===== config.mk =====
export PLATFORM = sky130hd
export DESIGN_NAME = spram_arb_ctrl
export DESIGN_NICKNAME = d
export VERILOG_FILES = /design/src/rtl/spram_arb_ctrl.sv
export SDC_FILE = /design/constraint.sdc
export NUM_CORES = 1
export LEC_CHECK = 0
export BUFFER_PORTS_ARGS = -buffer_cell sky130_fd_sc_hd__buf_2
export CAP_MARGIN = 10
export CORE_MARGIN = 4
export CORE_UTILIZATION = 27
export DETAILED_ROUTE_END_ITERATION = 8
export GPL_ROUTABILITY_DRIVEN = 0
export GPL_TIMING_DRIVEN = 0
export PLACE_DENSITY_LB_ADDON = 0.08
export SYNTH_ARGS = -nofsm -noshare
export SYNTH_HDL_FRONTEND = slang
export SYNTH_SLANG_ARGS = --single-unit

===== constraint.sdc =====
create_clock -name clk -period 1.8 [get_ports clk]
set_clock_uncertainty 0.15 [all_clocks]
set_input_delay 0.09 -clock clk [delete_from_list [all_inputs] [get_ports clk]]
set_output_delay 0.09 -clock clk [all_outputs]
set_load 0.005 [all_outputs]

===== src/rtl/spram_arb_ctrl.sv =====
// spram_arb_ctrl
// Shares one single-port scratch RAM between a write requester (loader) and a
// read requester (convolution engine). Arbitration is round-robin on
// contention, grants are combinational (zero-latency ready), read data comes
// back one cycle after acceptance with a qualifying pulse, and any access at
// or beyond DEPTH is accepted but neutralised and flagged in a sticky error bit.
module spram_arb_ctrl #(
  parameter int ADDR_W = 5,
  parameter int DEPTH  = 18,
  parameter int DATA_W = 8
) (
  input  logic                     clk,
  input  logic                     rst,
  // write requester
  input  logic                     wr_valid,
  input  logic [ADDR_W-1:0]        wr_addr,
  input  logic signed [DATA_W-1:0] wr_data,
  output logic                     wr_ready,
  // read requester
  input  logic                     rd_valid,
  input  logic [ADDR_W-1:0]        rd_addr,
  output logic                     rd_ready,
  output logic                     rd_rvalid,
  output logic signed [DATA_W-1:0] rd_rdata,
  // RAM port
  output logic                     ram_we,
  output logic [ADDR_W-1:0]        ram_addr,
  output logic signed [DATA_W-1:0] ram_wdata,
  input  logic signed [DATA_W-1:0] ram_rdata,
  // error reporting
  input  logic                     err_clr,
  output logic                     err_oor
);

  // DEPTH widened by one bit so that DEPTH == 2**ADDR_W still compares cleanly.
  localparam logic [ADDR_W:0] DEPTH_L = (ADDR_W+1)'(DEPTH);

  // Registered state: last_grant_reg is 0 when the write side won last, 1 when
  // the read side won last. oor_d_reg remembers that the read returning this
  // cycle was out of range so its (meaningless) RAM data is masked.
  logic last_grant_reg, last_grant_next;
  logic rd_rvalid_reg,  rd_rvalid_next;
  logic oor_d_reg,      oor_d_next;
  logic err_oor_reg,    err_oor_next;

  logic grant_wr;
  logic grant_rd;
  logic wr_oor;
  logic rd_oor;
  logic oor_hit;

  // Range checks and round-robin grant decision.
  always_comb begin
    wr_oor   = ({1'b0, wr_addr} >= DEPTH_L);
    rd_oor   = ({1'b0, rd_addr} >= DEPTH_L);
    // On contention the side that did not win last time gets the port.
    grant_wr = wr_valid && (!rd_valid || last_grant_reg);
    grant_rd = rd_valid && (!wr_valid || !last_grant_reg);
    oor_hit  = (grant_wr && wr_oor) || (grant_rd && rd_oor);
  end

  // Handshake and RAM port drive; the port idles at all-zero.
  always_comb begin
    wr_ready  = grant_wr;
    rd_ready  = grant_rd;
    ram_we    = 1'b0;
    ram_addr  = '0;
    ram_wdata = '0;
    if (grant_wr) begin
      ram_addr  = wr_addr;
      ram_wdata = wr_data;
      // Out-of-range writes are accepted but never reach the RAM; reset also
      // blocks writes so a requester mid-transfer cannot corrupt contents.
      ram_we    = !wr_oor && !rst;
    end else if (grant_rd) begin
      ram_addr  = rd_addr;
    end
  end

  // Next-state logic for arbitration history, read return and error flag.
  always_comb begin
    last_grant_next = last_grant_reg;
    rd_rvalid_next  = grant_rd;
    oor_d_next      = grant_rd && rd_oor;
    err_oor_next    = err_oor_reg;
    if (grant_wr) begin
      last_grant_next = 1'b0;
    end else if (grant_rd) begin
      last_grant_next = 1'b1;
    end
    // A new out-of-range access beats a simultaneous clear.
    if (oor_hit) begin
      err_oor_next = 1'b1;
    end else if (err_clr) begin
      err_oor_next = 1'b0;
    end
  end

  // State registers; reset makes the write side win the first contention.
  always_ff @(posedge clk or posedge rst) begin
    if (rst) begin
      last_grant_reg <= 1'b1;
      rd_rvalid_reg  <= 1'b0;
      oor_d_reg      <= 1'b0;
      err_oor_reg    <= 1'b0;
    end else begin
      last_grant_reg <= last_grant_next;
      rd_rvalid_reg  <= rd_rvalid_next;
      oor_d_reg      <= oor_d_next;
      err_oor_reg    <= err_oor_next;
    end
  end

  // Read return path: RAM data is only trusted for in-range reads.
  always_comb begin
    rd_rvalid = rd_rvalid_reg;
    err_oor   = err_oor_reg;
    rd_rdata  = oor_d_reg ? '0 : ram_rdata;
  end

endmodule


-- Word-level counts from Yosys, hierarchy flattened
Index checks and enable logic that the tools add are counted.
- register bits after elaboration: 4
- input bits: 31
- output and inout bits: 26
- magnitude comparators: 2
- mux-type cells: 9
- reduce and logical (&&, ||, !) cells: 15
- operator list (kind ; number):
    2-to-1 mux 8 bit ; 2
    greater-or-equal comparator 5 bit (second input constant) ; 2
    2-to-1 mux 5 bit ; 2
    logical AND 1 bit ; 5
    zero test 1 bit ; 5
    2-to-1 mux 1 bit ; 5
    nonzero test 2 bit ; 2
    logical OR 1 bit ; 3

-- Logic depth before layout (Yosys ltp)
- depth in word-level cells: 6
- gate-level depth with buffers: 4
- mapped depth without buffers: 3

-- Least setup slack after synthesis
Ideal clock, no wire load.
- path kind: reg2out
- start point: register last_grant_reg
- end point: output ram_we
- arrival time: 1.103 ns
- path slack: 0.457 ns
- stages on the path, launching flop included: 5
- path buffers: 1
- cells stage by stage: dfstp_2 inv_2 a21boi_4 buf_6 nor3b_2
- cells in the longest elaborated chain, start to end: 3
- RTL lines (what ; RTL line ; RTL):
    from (decl) ; 41 ; logic last_grant_reg, last_grant_next;
    from (signal assigned) ; 107 ; last_grant_reg <= last_grant_next;
    logical OR 1 bit ; 57 ; grant_wr = wr_valid && (!rd_valid || last_grant_reg);
    logical AND 1 bit ; 57 ;
    net wr_ready ; 18 ; output logic wr_ready,
    2-to-1 mux 1 bit ; 69 ; if (grant_wr) begin
    to (decl) ; 26 ; output logic ram_we,
The timed path passes the listed nets, and every way through them passes these cells.

-- Worst setup path in the final report
- start point: input wr_valid
- end point: register oor_d_reg
- cells in the longest elaborated chain, start to end: 4
- RTL lines (what ; RTL line ; RTL):
    from (decl) ; 15 ; input logic wr_valid,
    zero test 1 bit ; 58 ; grant_rd = rd_valid && (!wr_valid || !last_grant_reg);
    logical OR 1 bit ; 58 ;
    logical AND 1 bit ; 58 ;
    logical AND 1 bit ; 84 ; oor_d_next = grant_rd && rd_oor;
    net oor_d_next ; 43 ; logic oor_d_reg, oor_d_next;
    to (signal assigned) ; 109 ; oor_d_reg <= oor_d_next;
    to (decl) ; 43 ;
The timed path passes the listed nets, and every way through them passes these cells.
A chain may end at the register's enable or synchronous reset.

==> flow_summary.ini <==
[status]
status = completed

[yosys]
synth-main-ff-cell = dfrtp_1
synthCells = 37
synthArstFlopShare_pct = 100
synth_top_area_share_pct = 21.0
ys_seq_area_share_pct = 28.3
synth_edf_count = 0
syn_nets = 68
synth_top_area_cell = dfrtp_1
synth_warnings = 0
yosys-top-cells-area = dfrtp_1 (21%), and2_1 (14%), nor2b_1 (14%)
synth.cell_area_um2 = 358
synth_common_cells = and2_1 (8), nor2b_1 (8), a22o_1 (5), dfrtp_1 (3)
syn_avg_cell_area_um2 = 9.67
yosys.cell_types.count = 15
ys_ff_latch = 4

[worst_setup_path]
rr_startpoint = last_grant_reg$_DFFE_PP1P_
path_cells = dlygate4sd3_1 -> buf_2 -> a21boi_4 -> o311a_2 -> dlygate4sd3_1
criticalPathCategory = primary input to flop
endpoint_kind = flop
required_ns = 1.82
setup.worst_path.start = wr_valid
cp_common_cell = dlygate4sd3_1
crit_arrival_ns = 1.78
critPathSlowestCell = dlygate4sd3_1
critPathMaxFanout = 8
slowest_delay_ns = 0.54
rrSetupSlack_ns = 0.18
start_kind = primary input

[final_layout]
final_cells = 118
area_delta_synth_final_pct = 109
nFillCells = 120
fin_nets = 136
drive_gt1_share_pct = 65.4
diodes = 0

[timing]
tightest_slew_ns = 0.228
maxSlewViolCount = 0
hold_ws_ns = 0.0590
clock.fmax_ghz = 0.569
rsz0062_at_grt = yes
final-setup-viol-count = 0
relSlewSlack_pct = 84.8
fin_crit_sh_pct = 97.7
period_minus_slack_ns = 1.76
hold_viol = 0

[floorplan]
core_um2 = 1170
die_width_um = 44.4
start_util_pct = 30.6
ios = 57
die_h_um = 44.4
dieArea_um2 = 1970
row_count = 12

[cts]
clock_path_buffers = 2
cts_buffers = 3
cts_root_buf = clkbuf_4
cts_tree = done
path_clk_slew_ns = 0.05
cts.htree.levels = 1
clock_latency_ns = 0.22
cts_resized = 0
cts_sinks = 4

[routing]
ant_nets = 0
vias = 531
wire_per_inst_um = 11.3
dr.pass1.iters = 2
detail_route.drc_violations = 0
vias_per_cell = 4.50
drt_iter0_markers = 1
drt-total-wl_um = 1340

[min_path]
min_from = rd_valid
min_path_type = primary input to flop

[pwr]
p_per_area_nw_per_um2 = 539
finalPower_uw = 404
p_leak_uw = 0.000447
max-vdd-ir-drop_uv = 397

[global_routing]
use_met1_pct = 12.9
busiest_layer = met2
use_met3_pct = 6.91
gr-total-overflow = 0
grt_pass1_vias = 453
grt_max_degree = 11
grt_first_pass_wirelength_um = 2000
track_usage_pct = 13.5
antenna_found_initial = 0
use_met2_pct = 25.0

[run]
max_cap_violations = 0

[placed_design]
dp.cells = 107
portBuffers = 56
dp_hpwl_um = 1120
kinds of logic (layout without fill, tap and decap cells):
group	after synthesis	in the layout	synth area share (%)
AOI/OAI and AO/OA	11	11	32.9
buffers and inverters	4	71	6.29
DFF	4	4	28.3
and+or+nand+nor	18	18	32.5
layout make-up:
cell class	count	area [um2]	area share [%]
timing repair buffer	63	348	46.4
multi-input combinational	29	234	31.2
sequential	4	101	13.5
clock buffer	4	26.3	3.51
tap	14	17.5	2.34
buffer	1	11.3	1.50
inverter	3	11.3	1.50
report_power, final:
part | switching, uW | internal, uW | leakage (uW)
combinational | 65.7 | 104 | 0.000384
sequential | 10.4 | 103 | 0.0000480
clock | 38.0 | 83.3 | 0.0000150
total | 114 | 290 | 0.000447
worst max-delay path: cells and delay by family:
kind | cells | cell delay (ns)
buf+inv | 3 | 1.22
compound gates | 2 | 0.46
layer usage:
layer / vias to the layer above / share of wire (%)
met4: 0 / 0
met3: 0 / 21
met2: 41 / 49
met5: - / 0
li1: 263 / -
met1: 227 / 30
placed cells by master, fill, tap and decap left out, types with 2 or more instances in the layout:
master         count
dlygate4sd3_1      6
a21boi_4           2
nor2b_1            8
clkbuf_4           3
a22o_1             5
dfrtp_1            3
buf_2             56
and2_1             8
inv_1              2
metrics by stage:
step / utilization [%] / instance area [um2] / setup slack (ns) / setup TNS (ns)
2_1_floorplan: - / 358 / 0.457 / 0
5_1_grt: 64.0 / 749 / -0.00968 / -0.00968
3_3_place_gp: 56.0 / 656 / 0.290 / 0
3_5_place_dp: 56.0 / 656 / 0.286 / 0
4_1_cts: 63.4 / 742 / 0.0343 / 0
6_report: 64.0 / 749 / 0.0415 / 0
what timing repair did:
| action | CTS | global route |
|---|---|---|
| endpoints found under the hold margin | 8 | 0 |
| endpoints found under the setup margin | 0 | 1 |
| setup buffers | 0 | 1 |
| hold buffers | 6 | 0 |
path summary, 6_finish.rpt:
check                                                  end  depth (start not counted)
worst max-delay path                   oor_d_reg$_DFF_PP0_                          5
worst min-delay path                   rd_rvalid$_DFF_PP0_                          2
worst max register to register         oor_d_reg$_DFF_PP0_                          3
worst min register to register         err_oor$_DFFE_PP0P_                          1
max in group asynchronous       last_grant_reg$_DFFE_PP1P_                          3
min in group asynchronous              oor_d_reg$_DFF_PP0_                          3
Power figures use the tool's default switching activity.
